--- src/rtl/llbit_ctrl_mh.sv ---
// Per-hart LL/SC reservation tracker with cross-hart snoop invalidation and optional timeout.
// sc_ok is combinational (zero latency); state updates on the next clk edge; no backpressure.
module llbit_ctrl_mh #(
  parameter int NUM_HARTS = 2,
  parameter int ADDR_W    = 32,
  parameter int LINE_OFS  = 4,
  parameter int TIMEOUT   = 1024,
  parameter int CNT_W     = 11
) (
  input  logic                        clk,
  input  logic                        rst_n,
  input  logic [NUM_HARTS-1:0]        csrwr_en,
  input  logic [3*NUM_HARTS-1:0]      csrwr_data,
  input  logic [NUM_HARTS-1:0]        ll_valid,
  input  logic [ADDR_W*NUM_HARTS-1:0] ll_addr,
  input  logic [NUM_HARTS-1:0]        sc_valid,
  input  logic [ADDR_W*NUM_HARTS-1:0] sc_addr,
  input  logic [NUM_HARTS-1:0]        ertn,
  input  logic                        snoop_valid,
  input  logic [ADDR_W-1:0]           snoop_addr,
  input  logic [NUM_HARTS-1:0]        snoop_src,
  output logic [NUM_HARTS-1:0]        sc_ok,
  output logic [32*NUM_HARTS-1:0]     llbctl
);

  localparam logic [CNT_W-1:0] CNT_LOAD = CNT_W'(TIMEOUT);
  localparam logic [CNT_W-1:0] CNT_ONE  = CNT_W'(1);

  logic unused_snoop;
  assign unused_snoop = ^snoop_addr;

  for (genvar h = 0; h < NUM_HARTS; h++) begin : g_hart
    logic              llbit_q;
    logic              klo_q;
    logic [ADDR_W-1:0] resaddr_q;
    logic [CNT_W-1:0]  cnt_q;

    logic [2:0]        wr_dat;
    logic [ADDR_W-1:0] ll_a;
    logic [ADDR_W-1:0] sc_a;
    logic              sc_hit;
    logic              snoop_hit;
    logic              tmo_exp;
    logic              clr;
    logic              unused_h;

    assign wr_dat = csrwr_data[3*h +: 3];
    assign ll_a   = ll_addr[ADDR_W*h +: ADDR_W];
    assign sc_a   = sc_addr[ADDR_W*h +: ADDR_W];

    assign sc_hit    = (sc_a[ADDR_W-1:LINE_OFS] == resaddr_q[ADDR_W-1:LINE_OFS]);
    assign snoop_hit = (snoop_addr[ADDR_W-1:LINE_OFS] == resaddr_q[ADDR_W-1:LINE_OFS]);
    assign tmo_exp   = (TIMEOUT > 0) && llbit_q && (cnt_q == CNT_ONE);

    // Any clear beats a same-cycle LL; ERTN only kills LLBit when KLO was not armed.
    assign clr = sc_valid[h]
               | (csrwr_en[h] & wr_dat[1])
               | (ertn[h] & ~klo_q)
               | (snoop_valid & ~snoop_src[h] & snoop_hit & llbit_q)
               | tmo_exp;

    always_ff @(posedge clk) begin
      if (!rst_n) begin
        llbit_q   <= 1'b0;
        klo_q     <= 1'b0;
        resaddr_q <= '0;
        cnt_q     <= '0;
      end else begin
        if (clr)
          llbit_q <= 1'b0;
        else if (ll_valid[h])
          llbit_q <= 1'b1;

        if (ll_valid[h])
          resaddr_q <= ll_a;

        if (csrwr_en[h])
          klo_q <= wr_dat[2];
        else if (ertn[h] && klo_q)
          klo_q <= 1'b0;

        if (TIMEOUT == 0)
          cnt_q <= '0;
        else if (ll_valid[h])
          cnt_q <= CNT_LOAD;
        else if (tmo_exp)
          cnt_q <= '0;
        else if (llbit_q && (cnt_q > CNT_ONE))
          cnt_q <= cnt_q - CNT_ONE;
      end
    end

    assign sc_ok[h]           = llbit_q & sc_valid[h] & sc_hit;
    assign llbctl[32*h +: 32] = {29'b0, klo_q, 1'b0, llbit_q};

    // ROLLB and the in-line offset bits never influence the result.
    assign unused_h = ^{wr_dat[0], sc_a, resaddr_q};
  end

endmodule

--- config.mk ---
export PLATFORM = sky130hd
export DESIGN_NAME = llbit_ctrl_mh
export DESIGN_NICKNAME = d
export VERILOG_FILES = /design/src/rtl/llbit_ctrl_mh.sv
export SDC_FILE = /design/constraint.sdc
export NUM_CORES = 1
export LEC_CHECK = 0
export BUFFER_PORTS_ARGS = -buffer_cell sky130_fd_sc_hd__buf_4
export CELL_PAD_IN_SITES_DETAIL_PLACEMENT = 0
export CELL_PAD_IN_SITES_GLOBAL_PLACEMENT = 1
export CORE_MARGIN = 5
export CORE_UTILIZATION = 37
export DETAILED_ROUTE_END_ITERATION = 10
export HOLD_SLACK_MARGIN = 0.06
export PLACE_DENSITY = 0.9
export SLEW_MARGIN = 20
export SYNTH_ARGS = -nofsm -noshare
export SYNTH_HDL_FRONTEND = slang
export SYNTH_SLANG_ARGS = --single-unit
--- constraint.sdc ---
create_clock -name clk -period 5 [get_ports clk]
set_clock_uncertainty 0.2 [all_clocks]
set_input_delay 1 -clock clk [delete_from_list [all_inputs] [get_ports clk]]
set_output_delay 1 -clock clk [all_outputs]
set_load 0.02 [all_outputs]
Yosys cells after proc, flatten, opt, wreduce, memory -nomap -nowiden
Index checks and enable logic that the tools add are counted.
W data, S select, Z words.
Storage, ports and cells
  output and inout bits: 66
  word-level logic and storage cells: 71
  register bits after elaboration: 90
  input bits: 179
Operators by class
  bitwise operators: 27
  reductions and logical operators: 14
  mux-type cells: 10
  add/subtract/negate cells: 2
  equality and inequality tests: 6
  magnitude comparators: 2
Operators with widths (number)
  $eq A28 B28 Y1: 4
  $mux W11: 6
  $eq A11 B1 Y1 const B: 2
  $gt A11 B1 Y1 const B: 2
  $sub A11 B1 Y11 const B: 2
  $and A1 B1 Y1: 14
  $or A1 B1 Y1: 8
  $logic_and A1 B1 Y1: 6
  $reduce_bool A3 Y1: 2
  $reduce_or A3 Y1: 2
  $not A1 Y1: 5
  $mux W1: 4
  $reduce_bool A2 Y1: 2
  $reduce_or A2 Y1: 2

Longest topological paths before layout
  depth in word-level cells: 7
  gate-level depth with buffers: 6
  gate-level depth less buffers: 6

Least setup slack after synthesis
Ideal clock, no wire load.
  path type: input-to-output
  start: input port sc_addr[58]
  end: output port sc_ok[1]
  setup slack: 1.609 ns
  data required time: 3.800 ns
  stages on the path: 4
  arrival: 2.191 ns
  buffers on the path: 0
  path through: xor2_1 -> nor4_1 -> nand4_1 -> nor4_1
On the way
  longest elaborated chain between the ends: 2
RTL lines
  start, declared: line 17  | input logic [ADDR_W*NUM_HARTS-1:0] sc_addr,
  $eq A28 B28 Y1: line 51  | assign sc_hit = (sc_a[ADDR_W-1:LINE_OFS] == resaddr_q[ADDR_W-1:LINE_OFS]);
  $and A1 B1 Y1: line 93  | assign sc_ok[h] = llbit_q & sc_valid[h] & sc_hit;
  end, declared: line 22  | output logic [NUM_HARTS-1:0] sc_ok,
Every way passes these cells.

Worst setup path after layout
  start: input port sc_addr[13]
  end: output port sc_ok[0]
Same word-level chain as after synthesis.

==> flow_metrics.py <==
metrics = {
    "global_routing": {
        "grt_overflow": 0,
        "grt_max_degree": 69,
        "track_usage_pct": 17.4,
        "grt_pass1_vias": 4063,
        "antenna_found_initial": 0,
        "met1_usage_pct": 21.0,
        "grtUsageMet3_pct": 4.61,
        "grt_pass1_wl_um": 21900,
        "grt-busiest-layer": "met2",
        "use_met2_pct": 28.5,
    },
    "layout": {
        "fill_cells": 1332,
        "area_growth_pct": 27.5,
        "final_nets": 891,
        "final_common_cell": "buf_4",
        "layout_common_cells": "buf_4 (162), dfxtp_1 (82), xnor2_1 (77)",
        "regArea_um2": 1640,
        "multi_input_area_um2": 3200,
        "layout-drive-gt1-share_pct": 26.8,
    },
    "logic_synthesis": {
        "async_flop_share_pct": 0,
        "ys_ff_latch": 82,
        "synth_edf_count": 0,
        "synth_area_um2": 5190,
        "synth_flop_cell": "dfxtp_1",
        "ys_types": 48,
        "ys_warn_count": 0,
        "yosysSeqAreaShare_pct": 31.6,
        "synth.avg_cell_area_um2": 9.34,
        "synth_top_area_share_pct": 31.6,
        "synthCells": 556,
        "netlist_top_cells_area": "dfxtp_1 (32%), xnor2_1 (13%), mux2i_1 (11%)",
        "yosysTopAreaCell": "dfxtp_1",
    },
    "critical_path": {
        "max_stage_delay_ns": 0.44,
        "cp_max_fo": 1,
        "cp_slowest_cell": "nor4_1",
        "path_buf_inv": 2,
        "criticalPathCategory": "primary input to output pin",
        "required_ns": 3.80,
        "start_kind": "primary input",
        "crit_chain": "buf_4, xor2_1, nor4_1, nand4_1, nor4_1, buf_4",
        "cp_top_family": "simple AND/OR/NAND/NOR gates",
        "arrival_ns": 2.29,
        "critPathCaptureType": "output pin",
    },
    "timing": {
        "setup_violations": 0,
        "finalHoldViolations": 0,
        "setup_slack_ns": 1.51,
        "rsz0062_at_grt": "false",
        "fin_crit_sh_pct": 69.9,
        "fin_crit_ns": 3.49,
        "whs_ns": 0.305,
        "finalMaxSlewViolations": 0,
        "clock.fmax_mhz": 286,
        "tightest_slew_ns": 0.624,
        "max_slew_margin_pct": 58.0,
        "setup_tns_ns": 0,
    },
    "run": {
        "drv_cap": 0,
    },
    "floorplan": {
        "initial_utilization_pct": 37.6,
        "die_w_um": 128,
        "num_rows": 43,
        "die_area_um2": 16500,
        "die_h_um": 128,
        "io_pins": 245,
        "coreArea_um2": 13800,
    },
    "cts": {
        "hold_buffers": 0,
        "clkLatencyLatePin_ns": 0.34,
        "cts_made_buffers": 9,
        "clock-root-buffer": "clkbuf_16",
        "clkSlewWorstSetupHoldPaths_ns": 0.06,
        "cts_max_level": 3,
        "cts_resized": 0,
        "cts_sinks": 82,
        "cts_buffer_depth": 2,
        "cts_tree": "done",
        "post_cts_buffers": 0,
    },
    "power": {
        "peakVddDrop_mv": 0.172,
        "leakage_nw": 2.81,
        "power_density_nw_per_um2": 265,
    },
    "placed_design": {
        "dp_slack_ns": 1.56,
        "dp_hpwl_um": 12100,
        "finalWeightedCongestion": 0.845,
        "io_buffers": 162,
    },
    "min_path": {
        "hold_path.class": "flop to flop",
    },
    "route": {
        "first_iter_violations": 121,
        "wl_per_cell_um": 16.8,
        "first_pass_iters": 5,
        "vias": 4183,
        "drc": 0,
        "drt.antenna.violating_nets": 0,
        "routed_wl_um": 15000,
        "via_per_inst": 4.67,
    },
    "outcome": {
        "outcome": "finished clean",
    },
}
[cell families (layout without fill, tap and decap cells)]
kind of cell	after synthesis	in the layout	share of synthesized area (%)
buffers and inverters	88	186	11.0
xor gates and xnor gates	116	116	19.6
muxes	59	59	11.4
adders and majority gates	4	4	0.964
and+or+nand+nor	164	164	19.8
other	1	62	0.0722
DFF	82	82	31.6
AOI/OAI and AO/OA	42	42	5.61
[worst register-to-register path, delay by kind of cell, from the launching register on]
family / cells / cell delay, ns
compound gates: 1 / 0.09
simple gates: 3 / 1.43
flops: 1 / 0.37
[registers in the layout, summed over array words and instances, names as in the netlist]
name	cells
g_hart.cnt_q	22
g_hart.klo_q	2
g_hart.resaddr_q	56
g_hart.llbit_q	2
[synth_stat cells (3+ instances only)]
master     number
nand4_1        21
nand2_1         8
nand4b_1        3
a21oi_1        16
inv_1           8
buf_4          64
nand3_1         6
a2111oi_0       3
o31ai_1         3
nor4_1         18
xnor2_1        77
or4_4           3
ha_1            4
o21ai_0         4
nand3b_1        3
nor3_1          5
dfxtp_1        82
nor2b_1        61
nor2_1         15
mux2i_1        59
xor2_1         39
or4_1           4
clkbuf_1       15
or3_1           4
[stage by stage]
step	cell area, µm²	std cells	power (mW)	util [%]
final	6620	895	1.75	47.9
after global routing	6620	893	1.82	47.9
after CTS	6620	893	1.76	47.9
after detailed placement	6310	877	1.08	45.7
after global placement	6310	877	1.08	45.7
after floorplan	5410	615	0.968	-
[area by class of cell]
class                           count  area share [%]
Inverter                            8           0.454
Tap cell                          180            3.40
Multi-Input combinational cell    445            48.4
Timing Repair Buffer              162            18.4
Sequential cell                    82            24.8
Clock inverter                      7            1.15
Antenna cell                        2          0.0756
Clock buffer                        9            3.40
[worst paths after layout]
path / from / end / slack, ns / cells after the start
worst max register to register: g_hart[0].cnt_q[2] / g_hart[0].cnt_q[1] / 2.79 / 4
worst min register to register: g_hart[0].cnt_q[5] / g_hart[0].cnt_q[5] / 0.30 / 2
worst min-delay path: g_hart[0].cnt_q[5] / g_hart[0].cnt_q[5] / 0.30 / 2
worst max-delay path: sc_addr[13] / sc_ok[0] / 1.51 / 6
[layer usage]
layer | vias to the layer above | share of wire [%] | wire length, µm
li1 | 2107 | - | -
met1 | 1903 | 40 | 6020
met2 | 142 | 49 | 7300
met3 | 31 | 7.8 | 1170
met4 | 0 | 3.7 | 551
met5 | - | 0 | 0
[power breakdown]
part / switching [mW] / leakage, nW / internal [mW]
Clock: 0.292 / 0.143 / 0.392
Sequential: 0.0385 / 0.673 / 0.684
Combinational: 0.164 / 2.00 / 0.183
Total: 0.494 / 2.81 / 1.26
No activity file was read; power rests on OpenSTA's default activity.
